### config.mk
export PLATFORM = sky130hd
export DESIGN_NAME = xorram_write_scheduler
export DESIGN_NICKNAME = d
export VERILOG_FILES = /design/src/rtl/xorram_sched_pkg.sv /design/src/rtl/xorram_write_scheduler_fifo.sv /design/src/rtl/xorram_write_scheduler.sv
export SDC_FILE = /design/constraint.sdc
export NUM_CORES = 1
export LEC_CHECK = 0
export BUFFER_PORTS_ARGS = -buffer_cell sky130_fd_sc_hd__buf_2
export CORE_MARGIN = 2
export CORE_UTILIZATION = 30
export DETAILED_ROUTE_END_ITERATION = 10
export PLACE_DENSITY = 0.44
export SLEW_MARGIN = 0
export SYNTH_ARGS = -nofsm -noshare
export SYNTH_HDL_FRONTEND = slang
export SYNTH_SLANG_ARGS = --single-unit
export TNS_END_PERCENT = 50
### constraint.sdc
create_clock -name clk -period 9 [get_ports clk]
set_clock_uncertainty 0.05 [all_clocks]
set_input_delay 0.9 -clock clk [delete_from_list [all_inputs] [get_ports clk]]
set_output_delay 0.9 -clock clk [all_outputs]
set_load 0.005 [all_outputs]
### src/rtl/xorram_sched_pkg.sv
// Shared types and helpers for the XOR register RAM write scheduler.
package xorram_sched_pkg;

  localparam int XR_WIDTH      = 32;
  localparam int XR_DEPTH      = 32;
  localparam int XR_ADDR_WIDTH = $clog2(XR_DEPTH);

  typedef logic [XR_ADDR_WIDTH-1:0] addr_t;
  typedef logic [XR_WIDTH-1:0]      word_t;

  typedef struct packed {
    addr_t addr;
    word_t data;
  } wreq_t;

  typedef enum logic [0:0] {INIT = 1'b0, RUN = 1'b1} sched_state_e;

  // Requester visited at position offset of a round-robin scan starting at base.
  function automatic int rr_index(input int base, input int offset, input int n);
    return (base + offset) % n;
  endfunction

endpackage

### src/rtl/xorram_write_scheduler_fifo.sv
// Per-requester write FIFO; pointers carry an extra wrap bit to tell full from empty.
module write_req_fifo #(
  parameter int WIDTH      = 32,
  parameter int ADDR_WIDTH = 5,
  parameter int FIFO_DEPTH = 2
) (
  input  logic                  clk,
  input  logic                  reset,
  input  logic                  push,
  input  logic [ADDR_WIDTH-1:0] push_addr,
  input  logic [WIDTH-1:0]      push_data,
  input  logic                  pop,
  output logic                  full,
  output logic                  empty,
  output logic [ADDR_WIDTH-1:0] head_addr,
  output logic [WIDTH-1:0]      head_data
);

  localparam int PW = $clog2(FIFO_DEPTH);

  logic [PW:0]           wr_ptr;
  logic [PW:0]           rd_ptr;
  logic [ADDR_WIDTH-1:0] mem_addr [FIFO_DEPTH];
  logic [WIDTH-1:0]      mem_data [FIFO_DEPTH];

  assign empty     = (wr_ptr == rd_ptr);
  assign full      = (wr_ptr[PW] != rd_ptr[PW]) && (wr_ptr[PW-1:0] == rd_ptr[PW-1:0]);
  assign head_addr = mem_addr[rd_ptr[PW-1:0]];
  assign head_data = mem_data[rd_ptr[PW-1:0]];

  always_ff @(posedge clk or posedge reset) begin
    if (reset) begin
      wr_ptr <= '0;
      rd_ptr <= '0;
    end else begin
      if (push && !full) begin
        wr_ptr <= wr_ptr + (PW+1)'(1);
      end
      if (pop && !empty) begin
        rd_ptr <= rd_ptr + (PW+1)'(1);
      end
    end
  end

  always_ff @(posedge clk) begin
    if (push && !full) begin
      mem_addr[wr_ptr[PW-1:0]] <= push_addr;
      mem_data[wr_ptr[PW-1:0]] <= push_data;
    end
  end

endmodule

### src/rtl/xorram_write_scheduler.sv
// Shares the XOR register RAM write ports among buffered requesters, round-robin,
// after zeroing the whole RAM following every reset.
module xorram_write_scheduler
  import xorram_sched_pkg::*;
#(
  parameter int WIDTH      = XR_WIDTH,
  parameter int DEPTH      = XR_DEPTH,
  parameter int N_WRITE    = 2,
  parameter int N_REQ      = 4,
  parameter int FIFO_DEPTH = 2,
  localparam int ADDR_WIDTH = $clog2(DEPTH)
) (
  input  logic                          clk,
  input  logic                          reset,
  input  logic [N_REQ-1:0]              req_valid,
  output logic [N_REQ-1:0]              req_ready,
  input  logic [N_REQ*ADDR_WIDTH-1:0]   req_addr,
  input  logic [N_REQ*WIDTH-1:0]        req_data,
  output logic [N_WRITE-1:0]            wen,
  output logic [N_WRITE*ADDR_WIDTH-1:0] waddr,
  output logic [N_WRITE*WIDTH-1:0]      wdata,
  output logic                          init_done,
  output logic                          busy
);

  localparam int RR_W = (N_REQ > 1) ? $clog2(N_REQ) : 1;
  localparam int GI_W = (N_WRITE > 1) ? $clog2(N_WRITE) : 1;
  localparam int CP_W = ADDR_WIDTH + 2;

  localparam logic [0:0] ST_INIT = INIT;
  localparam logic [0:0] ST_RUN  = RUN;

  logic [0:0]            state;
  logic                  run;
  logic [CP_W-1:0]       clear_ptr;
  logic [CP_W-1:0]       clear_next;
  logic [RR_W-1:0]       rr_ptr;
  logic [RR_W-1:0]       rr_next;
  logic [N_REQ-1:0]      full;
  logic [N_REQ-1:0]      empty;
  logic [N_REQ-1:0]      push;
  logic [N_REQ-1:0]      pop;
  logic [ADDR_WIDTH-1:0] head_addr [N_REQ];
  logic [WIDTH-1:0]      head_data [N_REQ];
  logic [N_WRITE-1:0]    grant_valid;
  logic [ADDR_WIDTH-1:0] grant_addr [N_WRITE];
  logic [WIDTH-1:0]      grant_data [N_WRITE];

  assign run        = (state == ST_RUN);
  assign init_done  = run;
  assign req_ready  = run ? ~full : {N_REQ{1'b0}};
  assign push       = req_valid & req_ready;
  assign busy       = !run || !(&empty);
  assign clear_next = clear_ptr + CP_W'(N_WRITE);

  for (genvar i = 0; i < N_REQ; i++) begin : g_fifo
    write_req_fifo #(
      .WIDTH      (WIDTH),
      .ADDR_WIDTH (ADDR_WIDTH),
      .FIFO_DEPTH (FIFO_DEPTH)
    ) u_fifo (
      .clk       (clk),
      .reset     (reset),
      .push      (push[i]),
      .push_addr (req_addr[i*ADDR_WIDTH +: ADDR_WIDTH]),
      .push_data (req_data[i*WIDTH +: WIDTH]),
      .pop       (pop[i]),
      .full      (full[i]),
      .empty     (empty[i]),
      .head_addr (head_addr[i]),
      .head_data (head_data[i])
    );
  end

  // Round-robin grant scan; a head colliding with an earlier pick this cycle waits.
  always_comb begin
    int              n_pick;
    logic            clash;
    logic [RR_W-1:0] idx;
    n_pick      = 0;
    clash       = 1'b0;
    idx         = '0;
    pop         = '0;
    rr_next     = rr_ptr;
    grant_valid = '0;
    for (int k = 0; k < N_WRITE; k++) begin
      grant_addr[k] = '0;
      grant_data[k] = '0;
    end
    if (run) begin
      for (int j = 0; j < N_REQ; j++) begin
        idx   = RR_W'(rr_index(int'(rr_ptr), j, N_REQ));
        clash = 1'b0;
        for (int k = 0; k < N_WRITE; k++) begin
          clash = clash | ((k < n_pick) && (grant_addr[k] == head_addr[idx]));
        end
        if (!empty[idx] && (n_pick < N_WRITE) && !clash) begin
          grant_valid[GI_W'(n_pick)] = 1'b1;
          grant_addr[GI_W'(n_pick)]  = head_addr[idx];
          grant_data[GI_W'(n_pick)]  = head_data[idx];
          pop[idx]                   = 1'b1;
          rr_next                    = RR_W'(rr_index(int'(idx), 1, N_REQ));
          n_pick                     = n_pick + 1;
        end else begin
          rr_next = rr_next;
        end
      end
    end else begin
      rr_next = rr_ptr;
    end
  end

  // RAM port drive: clear sweep during INIT, granted heads during RUN.
  always_comb begin
    wen   = '0;
    waddr = '0;
    wdata = '0;
    for (int k = 0; k < N_WRITE; k++) begin
      if (reset) begin
        wen[k] = 1'b0;
      end else if (!run) begin
        wen[k]                             = (clear_ptr + CP_W'(k)) < CP_W'(DEPTH);
        waddr[k*ADDR_WIDTH +: ADDR_WIDTH]  = clear_ptr[ADDR_WIDTH-1:0] + ADDR_WIDTH'(k);
      end else begin
        wen[k]                             = grant_valid[k];
        waddr[k*ADDR_WIDTH +: ADDR_WIDTH]  = grant_addr[k];
        wdata[k*WIDTH +: WIDTH]            = grant_data[k];
      end
    end
  end

  // Sweep progress, INIT->RUN transition and round-robin pointer.
  always_ff @(posedge clk or posedge reset) begin
    if (reset) begin
      state     <= ST_INIT;
      clear_ptr <= '0;
      rr_ptr    <= '0;
    end else begin
      case (state)
        ST_INIT: begin
          clear_ptr <= clear_next;
          if (clear_next >= CP_W'(DEPTH)) begin
            state <= ST_RUN;
          end
        end
        ST_RUN: begin
          rr_ptr <= rr_next;
        end
        default: begin
          state <= ST_INIT;
        end
      endcase
    end
  end

endmodule

* Yosys cells after proc, flatten, opt, wreduce, memory -nomap -nowiden
Memories as Yosys holds them, arrays and structs flattened.
Index checks and enable logic that the tools add are counted.
** Storage, ports and cells
- Flip-flop bits (word level) :: 26
- Bits in writable memories :: 296
- Input bits :: 154
- Logic and storage cells :: 290
- Memories :: 8
** Memories
- g_fifo[0].u_fifo.mem_data :: depth 2, width 32, rd ports 1, clocked after memory_dff 0, write ports 1, line xorram_write_scheduler_fifo.sv:24 : logic [WIDTH-1:0] mem_data [FIFO_DEPTH];
- g_fifo[1].u_fifo.mem_data :: depth 2, width 32, rd ports 1, clocked after memory_dff 0, write ports 1, line xorram_write_scheduler_fifo.sv:24
- g_fifo[2].u_fifo.mem_data :: depth 2, width 32, rd ports 1, clocked after memory_dff 0, write ports 1, line xorram_write_scheduler_fifo.sv:24
- g_fifo[3].u_fifo.mem_data :: depth 2, width 32, rd ports 1, clocked after memory_dff 0, write ports 1, line xorram_write_scheduler_fifo.sv:24
- g_fifo[0].u_fifo.mem_addr :: depth 2, width 5, rd ports 1, clocked after memory_dff 0, write ports 1, line xorram_write_scheduler_fifo.sv:23 : logic [ADDR_WIDTH-1:0] mem_addr [FIFO_DEPTH];
- g_fifo[1].u_fifo.mem_addr :: depth 2, width 5, rd ports 1, clocked after memory_dff 0, write ports 1, line xorram_write_scheduler_fifo.sv:23
- 2 more memories
** Operators by class
- $add $sub $neg :: 19
- Order comparisons :: 36
- Equality and inequality tests :: 18
- Multiplexer cells :: 126
- Bitwise logic cells :: 18
- Reductions and logical operators :: 54
** Operators with widths (count)
- $mux 32 :: 22
- $mux 64 :: 5
- $bmux 32 s2 :: 4
- $bwmux 64 :: 3
- $demux 32 s1 :: 3
- $lt 1x32->1 const A :: 3
- $lt 2x32->1 const A :: 3
- $lt 32x3->1 const B :: 3
- $mux 5 :: 17
- $add 32x2->32 const B :: 2
- $mux 10 :: 5
- $bmux 5 s2 :: 4
- $mux 4 :: 9
- $logic_and 1x1->1 :: 34
- $bwmux 10 :: 3
- $mux 1 :: 28
- $eq 5x5->1 :: 5
- $add 2x1->2 const B :: 12
- $mux 2 :: 9
- $logic_not 1->1 :: 16
- $demux 5 s1 :: 3
- $lt 7x6->1 const B :: 2
- $ge 3x3->1 const B :: 4
- $lt 2x3->1 const B :: 4
- 29 further kinds :: 68

* Depth between registers and ports, before layout
- Depth in word-level cells :: 29
- Depth in mapped cells :: 24
- Depth with buffers taken out :: 18

* By module
A second synthesis with hierarchy kept.
** Second synthesis, totals
- Cell total of the unflattened synthesis :: 1162
- Area total of the unflattened synthesis :: 17834.6 um2
** Modules (own cells, without submodules)
- write_req_fifo :: times used 4, cells an instance 142, area each 2915.3 um2, sequential area each 2322.2 um2
- xorram_write_scheduler :: times used 1, cells an instance 594, area each 6173.4 um2, sequential area each 225.2 um2

* Worst setup path before layout
No wires, ideal clock.
- Path type :: flip-flop to output port
- Start :: register rr_ptr[0]
- End :: output wdata[23]
- Data arrival time :: 5.087 ns
- Data required time :: 8.050 ns
- Slack :: 2.963 ns
- Stages on the path, launching flop included :: 24
- Path buffers :: 7
- Cell sequence :: dfrtp_1 -> inv_2 -> clkbuf_1 -> clkbuf_1 -> clkbuf_1 -> ha_1 -> clkbuf_1 -> and2_1 -> a22oi_1 -> and3_1 -> clkbuf_1 -> xnor2_1 -> a31oi_1 -> a211oi_1 -> nor2_1 -> ha_1 -> or2_2 -> a41o_1 -> buf_4 -> nand2_1 -> clkbuf_1 -> o22ai_1 -> o211ai_1 -> a21oi_1
** Between the ends
- Longest elaborated chain between the ends :: 29
- Elaborated cells between the ends (all ways) :: 125
- Those cells by class :: add/sub (5); order compare (15); eq/ne (5); mux (68); bitwise (10); reduce/logical (22)
** RTL lines
- start, declared :: line xorram_write_scheduler.sv:37 : logic [RR_W-1:0] rr_ptr;
- start signal, assigned :: line xorram_write_scheduler.sv:147 : rr_ptr <= rr_next;
- parallel branches: the longest is 26 deep, another holds $lt 1x32->1
- $mux 64 * :: line xorram_write_scheduler.sv:97 : if (!empty[idx] && (n_pick < N_WRITE) && !clash) begin
- $mux 32 * :: line xorram_write_scheduler.sv:121 : end else if (!run) begin
- $mux 32 * :: line xorram_write_scheduler.sv:119 : if (reset) begin
- end, declared :: line xorram_write_scheduler.sv:21 : output logic [N_WRITE*WIDTH-1:0] wdata,
Every way passes the cells marked *. The select of a mux whose other input is x is not followed.

* Worst setup path in the final report
- Start :: register rr_ptr[0]
- End :: output wdata[4]
The elaborated chain is that of the path after synthesis.

==> qor.yml <==
status:
  status: "complete, no violations"
logic_synthesis:
  synth.most_common_cell: "edfxtp_1"
  ys_ff_latch: 321
  synth_cells: 1465
  yosys.area.top_type_share_pct: 51.4
  yosysUniqueCellTypes: 66
  avgSynthCellArea_um2: 11.8
  synth_warnings: 0
  synth_xor_area_share_pct: 2.53
  synth_top_family_by_area: "compound AO/OA/AOI/OAI gates"
  seq_area_frac_synth_pct: 55.0
  syn_area_um2: 17300
  synth_edf_count: 296
  synthAdderAreaFrac_pct: 0.579
  synth_simple_gate_area_share_pct: 10.1
  yosys-mux-area-fraction_pct: 11.3
  synthFlopType: "edfxtp_1"
  async_reset_ff_share_pct: 7.79
  yosys-top-cells-count: "edfxtp_1 (296), nand2_1 (170), o21ai_0 (101), mux2i_1 (87), clkbuf_1 (71)"
  synth_compound_area_share_pct: 16.0
  synthTopCellsByArea: "edfxtp_1 (51%), mux2i_1 (5.0%), mux2_2 (4.3%)"
  post-synth-top-area-cell: "edfxtp_1"
global_routing:
  antenna_found_initial: 2
  grt_overflow: 0
  grt_max_degree: 118
  grt_pass1_vias: 12600
  grt_pass1_wl_um: 81500
  globalRouteTotalUtil_pct: 18.6
clocking:
  cts-resized-gates: 0
  clk_path_buf_depth: 3
  worstSkewPairLatency_ns: 0.56
  cts_tree: "done"
  cts_root_buffer: "clkbuf_16"
  numCtsBuffers: 40
  cts_sinks: 321
  cts_setup_buffers: 0
  hold_buffers: 0
  cts.clk_slew.worst_paths_ns: 0.06
  h-tree-depth: 2
floorplan:
  initial_core_util_pct: 30.1
  ios: 236
  num_rows: 88
  die_y_um: 244
  die-area_um2: 59600
  die_x_um: 244
  core_area_um2: 57400
sta:
  min_period_over_period_pct: 84.3
  hold_ws_ns: 0.405
  period_needed_ns: 7.59
  fmax_mhz: 132
  slew_violations: 0
  worst_pin_slew_ns: 1.17
  fin_setup_tns_ns: 0
  hold_viol_final: 0
  finalSetupViolCount: 0
  slew-limit-headroom_pct: 22.1
  grt_setup_unrepaired: "false"
detailed_routing:
  dr.first_iter.drc_count: 980
  wirelength_um: 55800
  drcViolationCount: 0
  vias: 12700
  drtPass1Iterations: 5
  ant_nets: 0
  viasPerCell: 5.25
  wl_per_cell_um: 23.1
worst_setup_path:
  worstPathMaxFanout: 71
  arrival_ns: 6.64
  crit_path_end_kind: "primary output"
  crit_type: "flop to primary output"
  worst_setup_path_start_kind: "flop"
  worstPathRequired_ns: 8.05
placement:
  gpl.final_weighted_congestion: 0.856
  dp_hpwl_um: 39900
  numPortBuffers: 203
layout:
  fillCellCount: 5720
  multiInputGateArea_um2: 7170
  area_growth_pct: 17.1
  register_area_um2: 9520
  drive_gt1_share_pct: 26.3
  fin_nets: 1776
flow_run:
  drv_cap: 0
hold_path:
  min_path_type: "input port to async pin"
-- final timing paths --
path / from / end / slack [ns] / cells past startpoint
setup / recovery: rr_ptr[0]$_DFFE_PP0P_ / wdata[4] / 1.41 / 20
hold / removal: reset / clear_ptr[1]$_DFFE_PP0N_ / 0.40 / 3
setup reg to reg: rr_ptr[0]$_DFFE_PP0P_ / g_fifo[3].u_fifo.rd_ptr[0]$_DFFE_PP0P_ / 3.00 / 18
hold reg to reg: g_fifo[3].u_fifo.wr_ptr[1]$_DFFE_PP0P_ / g_fifo[3].u_fifo.wr_ptr[1]$_DFFE_PP0P_ / 0.44 / 1
max in group asynchronous: reset / rr_ptr[0]$_DFFE_PP0P_ / 8.19 / 3
min in group clk: g_fifo[3].u_fifo.wr_ptr[1]$_DFFE_PP0P_ / g_fifo[3].u_fifo.wr_ptr[1]$_DFFE_PP0P_ / 0.44 / 1
-- layout make-up --
| type | instances | share of cell area, % |
|---|---|---|
| inverter | 7 | 0.136 |
| multi-input combinational | 1014 | 35.4 |
| clock buffer | 47 | 5.07 |
| tap | 765 | 4.73 |
| sequential | 321 | 47.0 |
| antenna | 1 | 0.0124 |
| timing repair buffer | 230 | 6.02 |
| clock inverter | 25 | 1.59 |
-- flip-flops by register name (all words and copies together), names as in the netlist --
register                count
g_fifo.u_fifo.rd_ptr        8
clear_ptr                   6
g_fifo.u_fifo.mem_addr     40
g_fifo.u_fifo.mem_data    256
rr_ptr                      2
g_fifo.u_fifo.wr_ptr        8
init_done                   1
-- metal layers --
| metal | wire length (um) | GRT usage [%] | up-vias |
|---|---|---|---|
| met4 | 1610 | 6.15 | 0 |
| met3 | 2300 | 2.43 | 70 |
| met2 | 30400 | 35.1 | 324 |
| met1 | 21500 | 21.5 | 6357 |
| li1 | - | - | 5902 |
| met5 | 0 | 0 | - |
-- cell families after synthesis --
group,count (synthesis)
other,1
AOI/OAI and AO/OA,396
DFF,321
xor gates and xnor gates,49
muxes,168
buffers and inverters,161
and+or+nand+nor,361
adders and majority gates,8
-- cells in the final DEF, fill, tap and decap left out, types with 27 or more instances in the layout --
| cell | Yosys | final |
|---|---|---|
| o221ai_1 | 33 | 33 |
| buf_4 | 36 | 27 |
| nand3_1 | 42 | 42 |
| mux2_2 | 66 | 66 |
| o22ai_1 | 34 | 34 |
| buf_2 | 17 | 203 |
| edfxtp_1 | 296 | 296 |
| o21ai_0 | 101 | 101 |
| conb_1 | 1 | 32 |
| clkbuf_16 | 0 | 40 |
| or2_2 | 35 | 36 |
| xor2_1 | 30 | 30 |
| nand2_1 | 170 | 169 |
| o211ai_1 | 34 | 34 |
| a22o_1 | 37 | 37 |
| a21oi_1 | 47 | 47 |
| mux2i_1 | 87 | 87 |
| or3_1 | 37 | 37 |
| a41oi_1 | 34 | 34 |
| o31a_1 | 32 | 32 |
-- through the flow --
step / setup slack, ns / util, % / instances / area, um2
3_5_place_dp: 2.05 / 32.9 / 2337 / 18900
2_1_floorplan: 2.96 / - / 1496 / 17400
4_1_cts: 1.41 / 35.3 / 2409 / 20200
3_3_place_gp: 2.04 / 32.9 / 2337 / 18900
6_report: 1.41 / 35.3 / 2410 / 20200
5_1_grt: 0.859 / 35.3 / 2409 / 20200
-- critical path: stages, from the launching register on --
cell and delay [ns]:
dfrtp_4 0.66, nor2_1 0.63, nand3_1 0.29, nand4b_2 0.28, inv_1 0.21, buf_4 0.24
nand2_1 0.08, xor2_1 0.17, a211oi_1 0.06, nor2_1 0.45, ha_1 0.28, nand2b_1 0.17
or2_2 0.17, a41o_2 0.12, buf_4 0.59, nand2_2 0.49, buf_4 0.37, o22ai_1 0.19
o211ai_1 0.10, a21oi_1 0.29, buf_2 0.18
Power is not shown: default switching activity piles up to over one toggle a cycle in this logic, so the estimate is an artifact.
